File: src/rtl/riscv_pkg.sv
// Shared RV32I encoding constants, request classes, error codes and FSM states.
package riscv_pkg;

   typedef enum logic [3:0] {
      OP_R      = 4'd0,
      OP_IALU   = 4'd1,
      OP_LOAD   = 4'd2,
      OP_STORE  = 4'd3,
      OP_BRANCH = 4'd4,
      OP_JAL    = 4'd5,
      OP_JALR   = 4'd6,
      OP_LUI    = 4'd7,
      OP_AUIPC  = 4'd8
   } req_op_e;

   localparam logic [6:0] OPC_OP     = 7'b0110011;
   localparam logic [6:0] OPC_OP_IMM = 7'b0010011;
   localparam logic [6:0] OPC_LOAD   = 7'b0000011;
   localparam logic [6:0] OPC_STORE  = 7'b0100011;
   localparam logic [6:0] OPC_BRANCH = 7'b1100011;
   localparam logic [6:0] OPC_JAL    = 7'b1101111;
   localparam logic [6:0] OPC_JALR   = 7'b1100111;
   localparam logic [6:0] OPC_LUI    = 7'b0110111;
   localparam logic [6:0] OPC_AUIPC  = 7'b0010111;

   typedef enum logic [1:0] {
      ERR_NONE = 2'd0,
      ERR_IMM  = 2'd1,
      ERR_OP   = 2'd2,
      ERR_FULL = 2'd3
   } err_code_e;

   typedef enum logic [1:0] {
      ST_IDLE = 2'd0,
      ST_RUN  = 2'd1,
      ST_ERR  = 2'd2
   } state_e;

endpackage

File: src/rtl/riscv_instr_pack.sv
// Combinational field packer: decoded fields -> 32-bit RV32I word plus legality flags.
module riscv_instr_pack
   import riscv_pkg::*;
(
   input  logic [3:0]  op,
   input  logic [4:0]  rd,
   input  logic [4:0]  rs1,
   input  logic [4:0]  rs2,
   input  logic [2:0]  funct3,
   input  logic [6:0]  funct7,
   input  logic [31:0] imm,
   output logic [31:0] word,
   output logic        imm_err,
   output logic        op_err
);

   logic signed [31:0] simm;
   logic               is_shift;
   logic               fits_i12;
   logic               fits_b13;
   logic               fits_j21;

   assign simm     = imm;
   assign is_shift = (funct3 == 3'b001) || (funct3 == 3'b101);
   assign fits_i12 = (simm >= -32'sd2048) && (simm <= 32'sd2047);
   assign fits_b13 = (simm >= -32'sd4096) && (simm <= 32'sd4094) && !imm[0];
   assign fits_j21 = (simm >= -32'sd1048576) && (simm <= 32'sd1048574) && !imm[0];

   // Select the instruction format for the class and flag immediates that do not fit it.
   always_comb begin
      word    = '0;
      imm_err = 1'b0;
      op_err  = 1'b0;
      case (op)
         OP_R: word = {funct7, rs2, rs1, funct3, rd, OPC_OP};
         OP_IALU: begin
            if (is_shift) begin
               word    = {funct7, imm[4:0], rs1, funct3, rd, OPC_OP_IMM};
               imm_err = (imm > 32'd31);
            end else begin
               word    = {imm[11:0], rs1, funct3, rd, OPC_OP_IMM};
               imm_err = !fits_i12;
            end
         end
         OP_LOAD: begin
            word    = {imm[11:0], rs1, funct3, rd, OPC_LOAD};
            imm_err = !fits_i12;
         end
         OP_JALR: begin
            word    = {imm[11:0], rs1, 3'b000, rd, OPC_JALR};
            imm_err = !fits_i12;
         end
         OP_STORE: begin
            word    = {imm[11:5], rs2, rs1, funct3, imm[4:0], OPC_STORE};
            imm_err = !fits_i12;
         end
         OP_BRANCH: begin
            word    = {imm[12], imm[10:5], rs2, rs1, funct3, imm[4:1], imm[11], OPC_BRANCH};
            imm_err = !fits_b13;
         end
         OP_JAL: begin
            word    = {imm[20], imm[10:1], imm[11], imm[19:12], rd, OPC_JAL};
            imm_err = !fits_j21;
         end
         OP_LUI: begin
            word    = {imm[31:12], rd, OPC_LUI};
            imm_err = (imm[11:0] != 12'd0);
         end
         OP_AUIPC: begin
            word    = {imm[31:12], rd, OPC_AUIPC};
            imm_err = (imm[11:0] != 12'd0);
         end
         default: op_err = 1'b1;
      endcase
   end

endmodule

File: src/rtl/riscv_instr_encoder.sv
// Instruction encoder: accepts field requests, packs them and streams words to instruction memory.
//
// state   | meaning
// ST_IDLE | waiting for start, no requests accepted
// ST_RUN  | accepting requests, writing sequential words from base
// ST_ERR  | stopped on bad request or full; pending word drains, start resumes
module riscv_instr_encoder
   import riscv_pkg::*;
#(
   parameter int ADDR_W = 9,
   parameter int DEPTH  = 128
) (
   input  logic                     clk,
   input  logic                     reset,
   input  logic                     start,
   input  logic [ADDR_W-1:0]        base_addr,
   input  logic                     req_valid,
   output logic                     req_ready,
   input  logic [3:0]               req_op,
   input  logic [4:0]               req_rd,
   input  logic [4:0]               req_rs1,
   input  logic [4:0]               req_rs2,
   input  logic [2:0]               req_funct3,
   input  logic [6:0]               req_funct7,
   input  logic [31:0]              req_imm,
   output logic                     wr_valid,
   input  logic                     wr_ready,
   output logic [ADDR_W-1:0]        wr_addr,
   output logic [31:0]              wr_data,
   output logic                     err,
   output logic [1:0]               err_code,
   output logic [$clog2(DEPTH):0]   word_count
);

   localparam int CNT_W = $clog2(DEPTH) + 1;
   localparam logic [CNT_W-1:0]  CNT_ONE  = CNT_W'(1);
   localparam logic [CNT_W-1:0]  CNT_FULL = CNT_W'(DEPTH);
   localparam logic [ADDR_W-1:0] ADDR_STEP = ADDR_W'(4);
   localparam logic [ADDR_W-1:0] ADDR_ALIGN = ~ADDR_W'(3);

   state_e             state_q, state_d;
   logic [ADDR_W-1:0]  next_addr;
   logic [CNT_W-1:0]   issued_cnt;
   err_code_e          err_code_q;
   logic [31:0]        pack_word;
   logic               imm_err, op_err;
   logic               full, out_free, accept, bad_req;

   riscv_instr_pack u_pack (
      .op      (req_op),
      .rd      (req_rd),
      .rs1     (req_rs1),
      .rs2     (req_rs2),
      .funct3  (req_funct3),
      .funct7  (req_funct7),
      .imm     (req_imm),
      .word    (pack_word),
      .imm_err (imm_err),
      .op_err  (op_err)
   );

   // Issued count includes the pending word so full stops intake one word early enough.
   assign full     = (issued_cnt == CNT_FULL);
   assign out_free = !wr_valid || wr_ready;
   assign accept   = req_valid && req_ready;
   assign bad_req  = imm_err || op_err;
   assign err_code = err_code_q;

   // State register.
   always_ff @(posedge clk) begin
      if (reset) state_q <= ST_IDLE;
      else       state_q <= state_d;
   end

   // Next state and request handshake; start overrides any acceptance in the same cycle.
   always_comb begin
      state_d   = state_q;
      req_ready = 1'b0;
      if (start) begin
         state_d = ST_RUN;
      end else begin
         case (state_q)
            ST_IDLE: state_d = ST_IDLE;
            ST_RUN: begin
               req_ready = out_free && !full;
               if (req_valid && req_ready && bad_req) state_d = ST_ERR;
               else if (full && out_free)             state_d = ST_ERR;
            end
            ST_ERR:  state_d = ST_ERR;
            default: state_d = ST_IDLE;
         endcase
      end
   end

   // Output register, address counter, word counters and sticky error.
   always_ff @(posedge clk) begin
      if (reset) begin
         wr_valid   <= 1'b0;
         wr_addr    <= '0;
         wr_data    <= '0;
         next_addr  <= '0;
         issued_cnt <= '0;
         word_count <= '0;
         err        <= 1'b0;
         err_code_q <= ERR_NONE;
      end else begin
         if (wr_valid && wr_ready) begin
            wr_valid   <= 1'b0;
            word_count <= word_count + CNT_ONE;
         end
         if (start) begin
            next_addr  <= base_addr & ADDR_ALIGN;
            issued_cnt <= '0;
            word_count <= '0;
            err        <= 1'b0;
            err_code_q <= ERR_NONE;
         end else if (accept) begin
            if (bad_req) begin
               err        <= 1'b1;
               err_code_q <= op_err ? ERR_OP : ERR_IMM;
            end else begin
               wr_valid   <= 1'b1;
               wr_addr    <= next_addr;
               wr_data    <= pack_word;
               next_addr  <= next_addr + ADDR_STEP;
               issued_cnt <= issued_cnt + CNT_ONE;
            end
         end else if (state_q == ST_RUN && full) begin
            err        <= 1'b1;
            err_code_q <= ERR_FULL;
         end
      end
   end

endmodule

File: config.mk
export PLATFORM = sky130hd
export DESIGN_NAME = riscv_instr_encoder
export DESIGN_NICKNAME = d
export VERILOG_FILES = /design/src/rtl/riscv_pkg.sv /design/src/rtl/riscv_instr_pack.sv /design/src/rtl/riscv_instr_encoder.sv
export SDC_FILE = /design/constraint.sdc
export NUM_CORES = 1
export LEC_CHECK = 0
export ABC_AREA = 1
export BUFFER_PORTS_ARGS = -buffer_cell sky130_fd_sc_hd__buf_2
export CORE_MARGIN = 4
export CORE_UTILIZATION = 45
export CTS_BUF_LIST = sky130_fd_sc_hd__clkbuf_8
export DETAILED_ROUTE_END_ITERATION = 6
export PLACE_DENSITY = 0.8
export SLEW_MARGIN = 20
export SYNTH_ARGS = -nofsm -noshare
export SYNTH_HDL_FRONTEND = slang
export SYNTH_SLANG_ARGS = --single-unit
File: constraint.sdc
create_clock -name clk -period 4.9 [get_ports clk]
set_input_delay 0.98 -clock clk [delete_from_list [all_inputs] [get_ports clk]]
set_output_delay 0.98 -clock clk [all_outputs]
set_load 0.05 [all_outputs]
==> qor.yml <==
outcome:
  status: "complete, no violations"
cts:
  post_cts_buffers: 0
  root_buffer: "clkbuf_8"
  path_clk_slew_ns: 0.08
  cts_resized: 0
  htree_levels: 3
  numCtsBuffers: 9
  cts.hold.buffers_added: 0
  insertion_delay_ns: 0.35
  clk_path_buf_depth: 2
  clock-sinks: 67
  cts_tree: "done"
flow_run:
  maxCapViolCount: 0
detailed_routing:
  via_count: 4356
  vias_per_cell: 5.17
  wl_um: 11300
  dr.first_iter.drc_count: 241
  route.detailed.drc: 0
  ant_nets: 0
  drtPass1Iterations: 6
  post_drt_wl_per_cell_um: 13.4
final_layout:
  diodes: 0
  area_growth_pct: 20.1
  drive_gt1_frac: 0.218
  final_nets: 812
  fillers: 822
place:
  port_buffers: 124
  gp_congestion: 0.961
  hpwlAfterDp_um: 8820
pwr:
  ir_drop_mv: 0.161
  internal_power_w: 0.000851
  p_sw_frac: 0.299
  pwr-share-clk: 0.368
  p_per_area_nw_per_um2: 256
  p_sw_w: 0.000363
  leakagePower_nw: 2.23
  p_comb_frac: 0.169
  p_seq_frac: 0.464
synth:
  yosys_warnings: 0
  netlist_instances: 616
  ys_seq_area_frac: 0.339
  synth-seq-cells: 67
  syn_area_per_cell_um2: 6.42
  synth_area_um2: 3960
  ys_types: 42
critical_path:
  slowest_stage: "nor2_1"
  crit_buf_inv: 3
  crit_type: "input pin to flip-flop"
  cp-start-kind: "input pin"
  timing.rr.start: "issued_cnt[0]$_SDFFE_PP0P_"
  cpPeakStageDelay_ns: 0.58
  crit_family: "simple AND/OR/NAND/NOR gates"
  critPathCaptureType: "flip-flop"
  crit_start: "req_op[3]"
  worstPathArrival_ns: 3.31
  cp.required_ns: 5.14
  cp_cell_sequence: "buf_2, nor2_1, nand2_1, o21ai_2, inv_2, nor2_2, nor2_2, nand4_4, buf_4, nand2_2, nor2_1, nor3_2"
  critical_path.max_fanout: 30
timing:
  slew_headroom: 0.341
  fin_crit_sh: 0.626
  drv_slew: 0
  setup_violations: 0
  whs_ns: 0.470
  final-hold-violation-count: 0
  skew_ns: 0.00867
  clock.fmax_mhz: 326
  min_period_ns: 3.07
  worst_pin_slew_ns: 0.988
  tns_ns: 0
  rsz0062_at_grt: "no"
floorplanning:
  die-height_um: 102
  die_area_um2: 10400
  num_rows: 33
  coreArea_um2: 8380
  io_pins: 129
  die_w_um: 102
  start_util: 0.472
global_route:
  grt_overflow: 0
  antenna_found_initial: 0
  grtUsageTotal: 0.223
  grt_max_degree: 55
  grt_pass1_vias: 4048
  grt_pass1_wl_um: 18500
hold_path:
  hold_path_class: "flip-flop to flip-flop"
  hp-start: "err_code[1]$_SDFFE_PP0P_"
cells in the final DEF (no fill, tap or decap), types with 2 or more instances in the layout:
cell / count
nand2_2: 4
o211ai_1: 3
a21oi_1: 40
clkbuf_8: 9
o22ai_1: 2
o21ai_1: 36
nand4_1: 9
buf_2: 124
nor3_1: 5
clkinv_2: 3
a22oi_1: 2
nand2_1: 122
nor2_2: 5
xnor2_1: 2
nand3_1: 23
and2_1: 2
conb_1: 2
xor2_1: 7
ha_1: 5
dfxtp_1: 67
o21ai_0: 38
clkinv_1: 3
o221ai_1: 7
a21boi_0: 3
inv_1: 70
nor2_1: 123
inv_2: 5
tightest hold or removal path, delay by kind of cell, from the launching register on:
family	cells	cell delay [ns]
compound gates	1	0.05
flops	1	0.32
simple gates	1	0.06
cell families (layout without fill, tap and decap cells):
group,count (synthesis),count (layout),share of synthesized area
AO/OA/AOI/OAI,135,135,0.188
XOR/XNOR,9,9,0.0199
adder cells (fa/ha/maj),5,5,0.0158
buffers and inverters,98,218,0.113
flip-flops,67,67,0.339
other,1,2,0.000948
AND/OR/NAND/NOR,301,301,0.323
per-layer routing:
layer	up-vias	part of all wire	global-route usage
met5	-	0	0
met4	0	0.026	0.0900
met3	26	0.073	0.0503
met2	162	0.47	0.370
met1	1953	0.43	0.281
li1	2215	-	-
per-stage QoR:
| step | std cells | util | area [um^2] | power, W | setup slack, ns |
|---|---|---|---|---|---|
| floorplan | 617 | - | 3960 | 0.000706 | 2.29 |
| global placement | 826 | 0.545 | 4570 | 0.000776 | 1.58 |
| detailed placement | 826 | 0.545 | 4570 | 0.000778 | 1.52 |
| CTS | 842 | 0.567 | 4750 | 0.00123 | 1.89 |
| global route | 842 | 0.567 | 4750 | 0.00127 | 1.56 |
| finish | 842 | 0.567 | 4750 | 0.00121 | 1.83 |
final timing paths:
kind                                                    to  slack, ns  cells after the start
worst min register to register    err_code[1]$_SDFFE_PP0P_       0.47                      2
worst max-delay path             next_addr[2]$_SDFFE_PP0P_       1.83                     12
worst max register to register  issued_cnt[2]$_SDFFE_PP0P_       2.49                     12
worst min-delay path              err_code[1]$_SDFFE_PP0P_       0.47                      2
power groups by stage:
stage | sequential [W] | clock [W] | combinational, W
2_1_floorplan | 0.000596 | 0 | 0.000110
3_3_place_gp | 0.000575 | 0 | 0.000201
3_5_place_dp | 0.000575 | 0 | 0.000202
4_1_cts | 0.000563 | 0.000459 | 0.000203
5_1_grt | 0.000564 | 0.000478 | 0.000227
6_report | 0.000563 | 0.000446 | 0.000205
cells in the mapped netlist:
cell type,count,share of area
o21ai_2,1,0.0022
a22oi_1,2,0.0038
nor2_1,123,0.12
clkinv_1,3,0.0028
o211ai_1,3,0.0057
nor3b_2,1,0.0032
buf_6,5,0.014
nand3b_1,1,0.0019
nand3_1,23,0.029
nand4_2,1,0.0032
clkbuf_1,6,0.0057
nor3_1,5,0.0063
dfxtp_1,67,0.34
nand4_1,9,0.014
a21boi_0,3,0.0057
buf_4,6,0.011
nor3_4,1,0.0041
a21oi_4,1,0.0041
nor3b_1,1,0.0019
nand2_2,4,0.0063
buf_8,1,0.0038
xnor2_1,2,0.0044
nand2_1,122,0.12
inv_2,5,0.0047
inv_1,68,0.065
o22ai_1,2,0.0032
buf_2,3,0.0038
o31ai_1,1,0.0019
o221ai_1,7,0.015
inv_4,1,0.0016
and3_1,1,0.0016
conb_1,1,0.00095
xor2_1,7,0.015
a21oi_1,40,0.051
nor3_2,1,0.0025
and2_1,2,0.0032
nor2_2,5,0.0079
nand4_4,1,0.0054
o21ai_1,36,0.046
ha_1,5,0.016
a221oi_1,1,0.0022
o21ai_0,38,0.048
area by class of cell:
| class | instances | area (um^2) | area share |
|---|---|---|---|
| Sequential cell | 67 | 1340 | 0.282 |
| Clock inverter | 7 | 61.3 | 0.0129 |
| Timing Repair Buffer | 125 | 628 | 0.132 |
| Inverter | 77 | 292 | 0.0614 |
| Tap cell | 105 | 131 | 0.0277 |
| Multi-Input combinational cell | 452 | 2170 | 0.457 |
| Clock buffer | 9 | 124 | 0.0261 |
registers in the layout (all words and copies together) (netlist names):
| signal | cells |
|---|---|
| err | 1 |
| err_code | 2 |
| issued_cnt | 8 |
| next_addr | 7 |
| state_q | 2 |
| word_count | 8 |
| wr_addr | 7 |
| wr_data | 31 |
| wr_valid | 1 |
(Power assumes the default switching activity.)
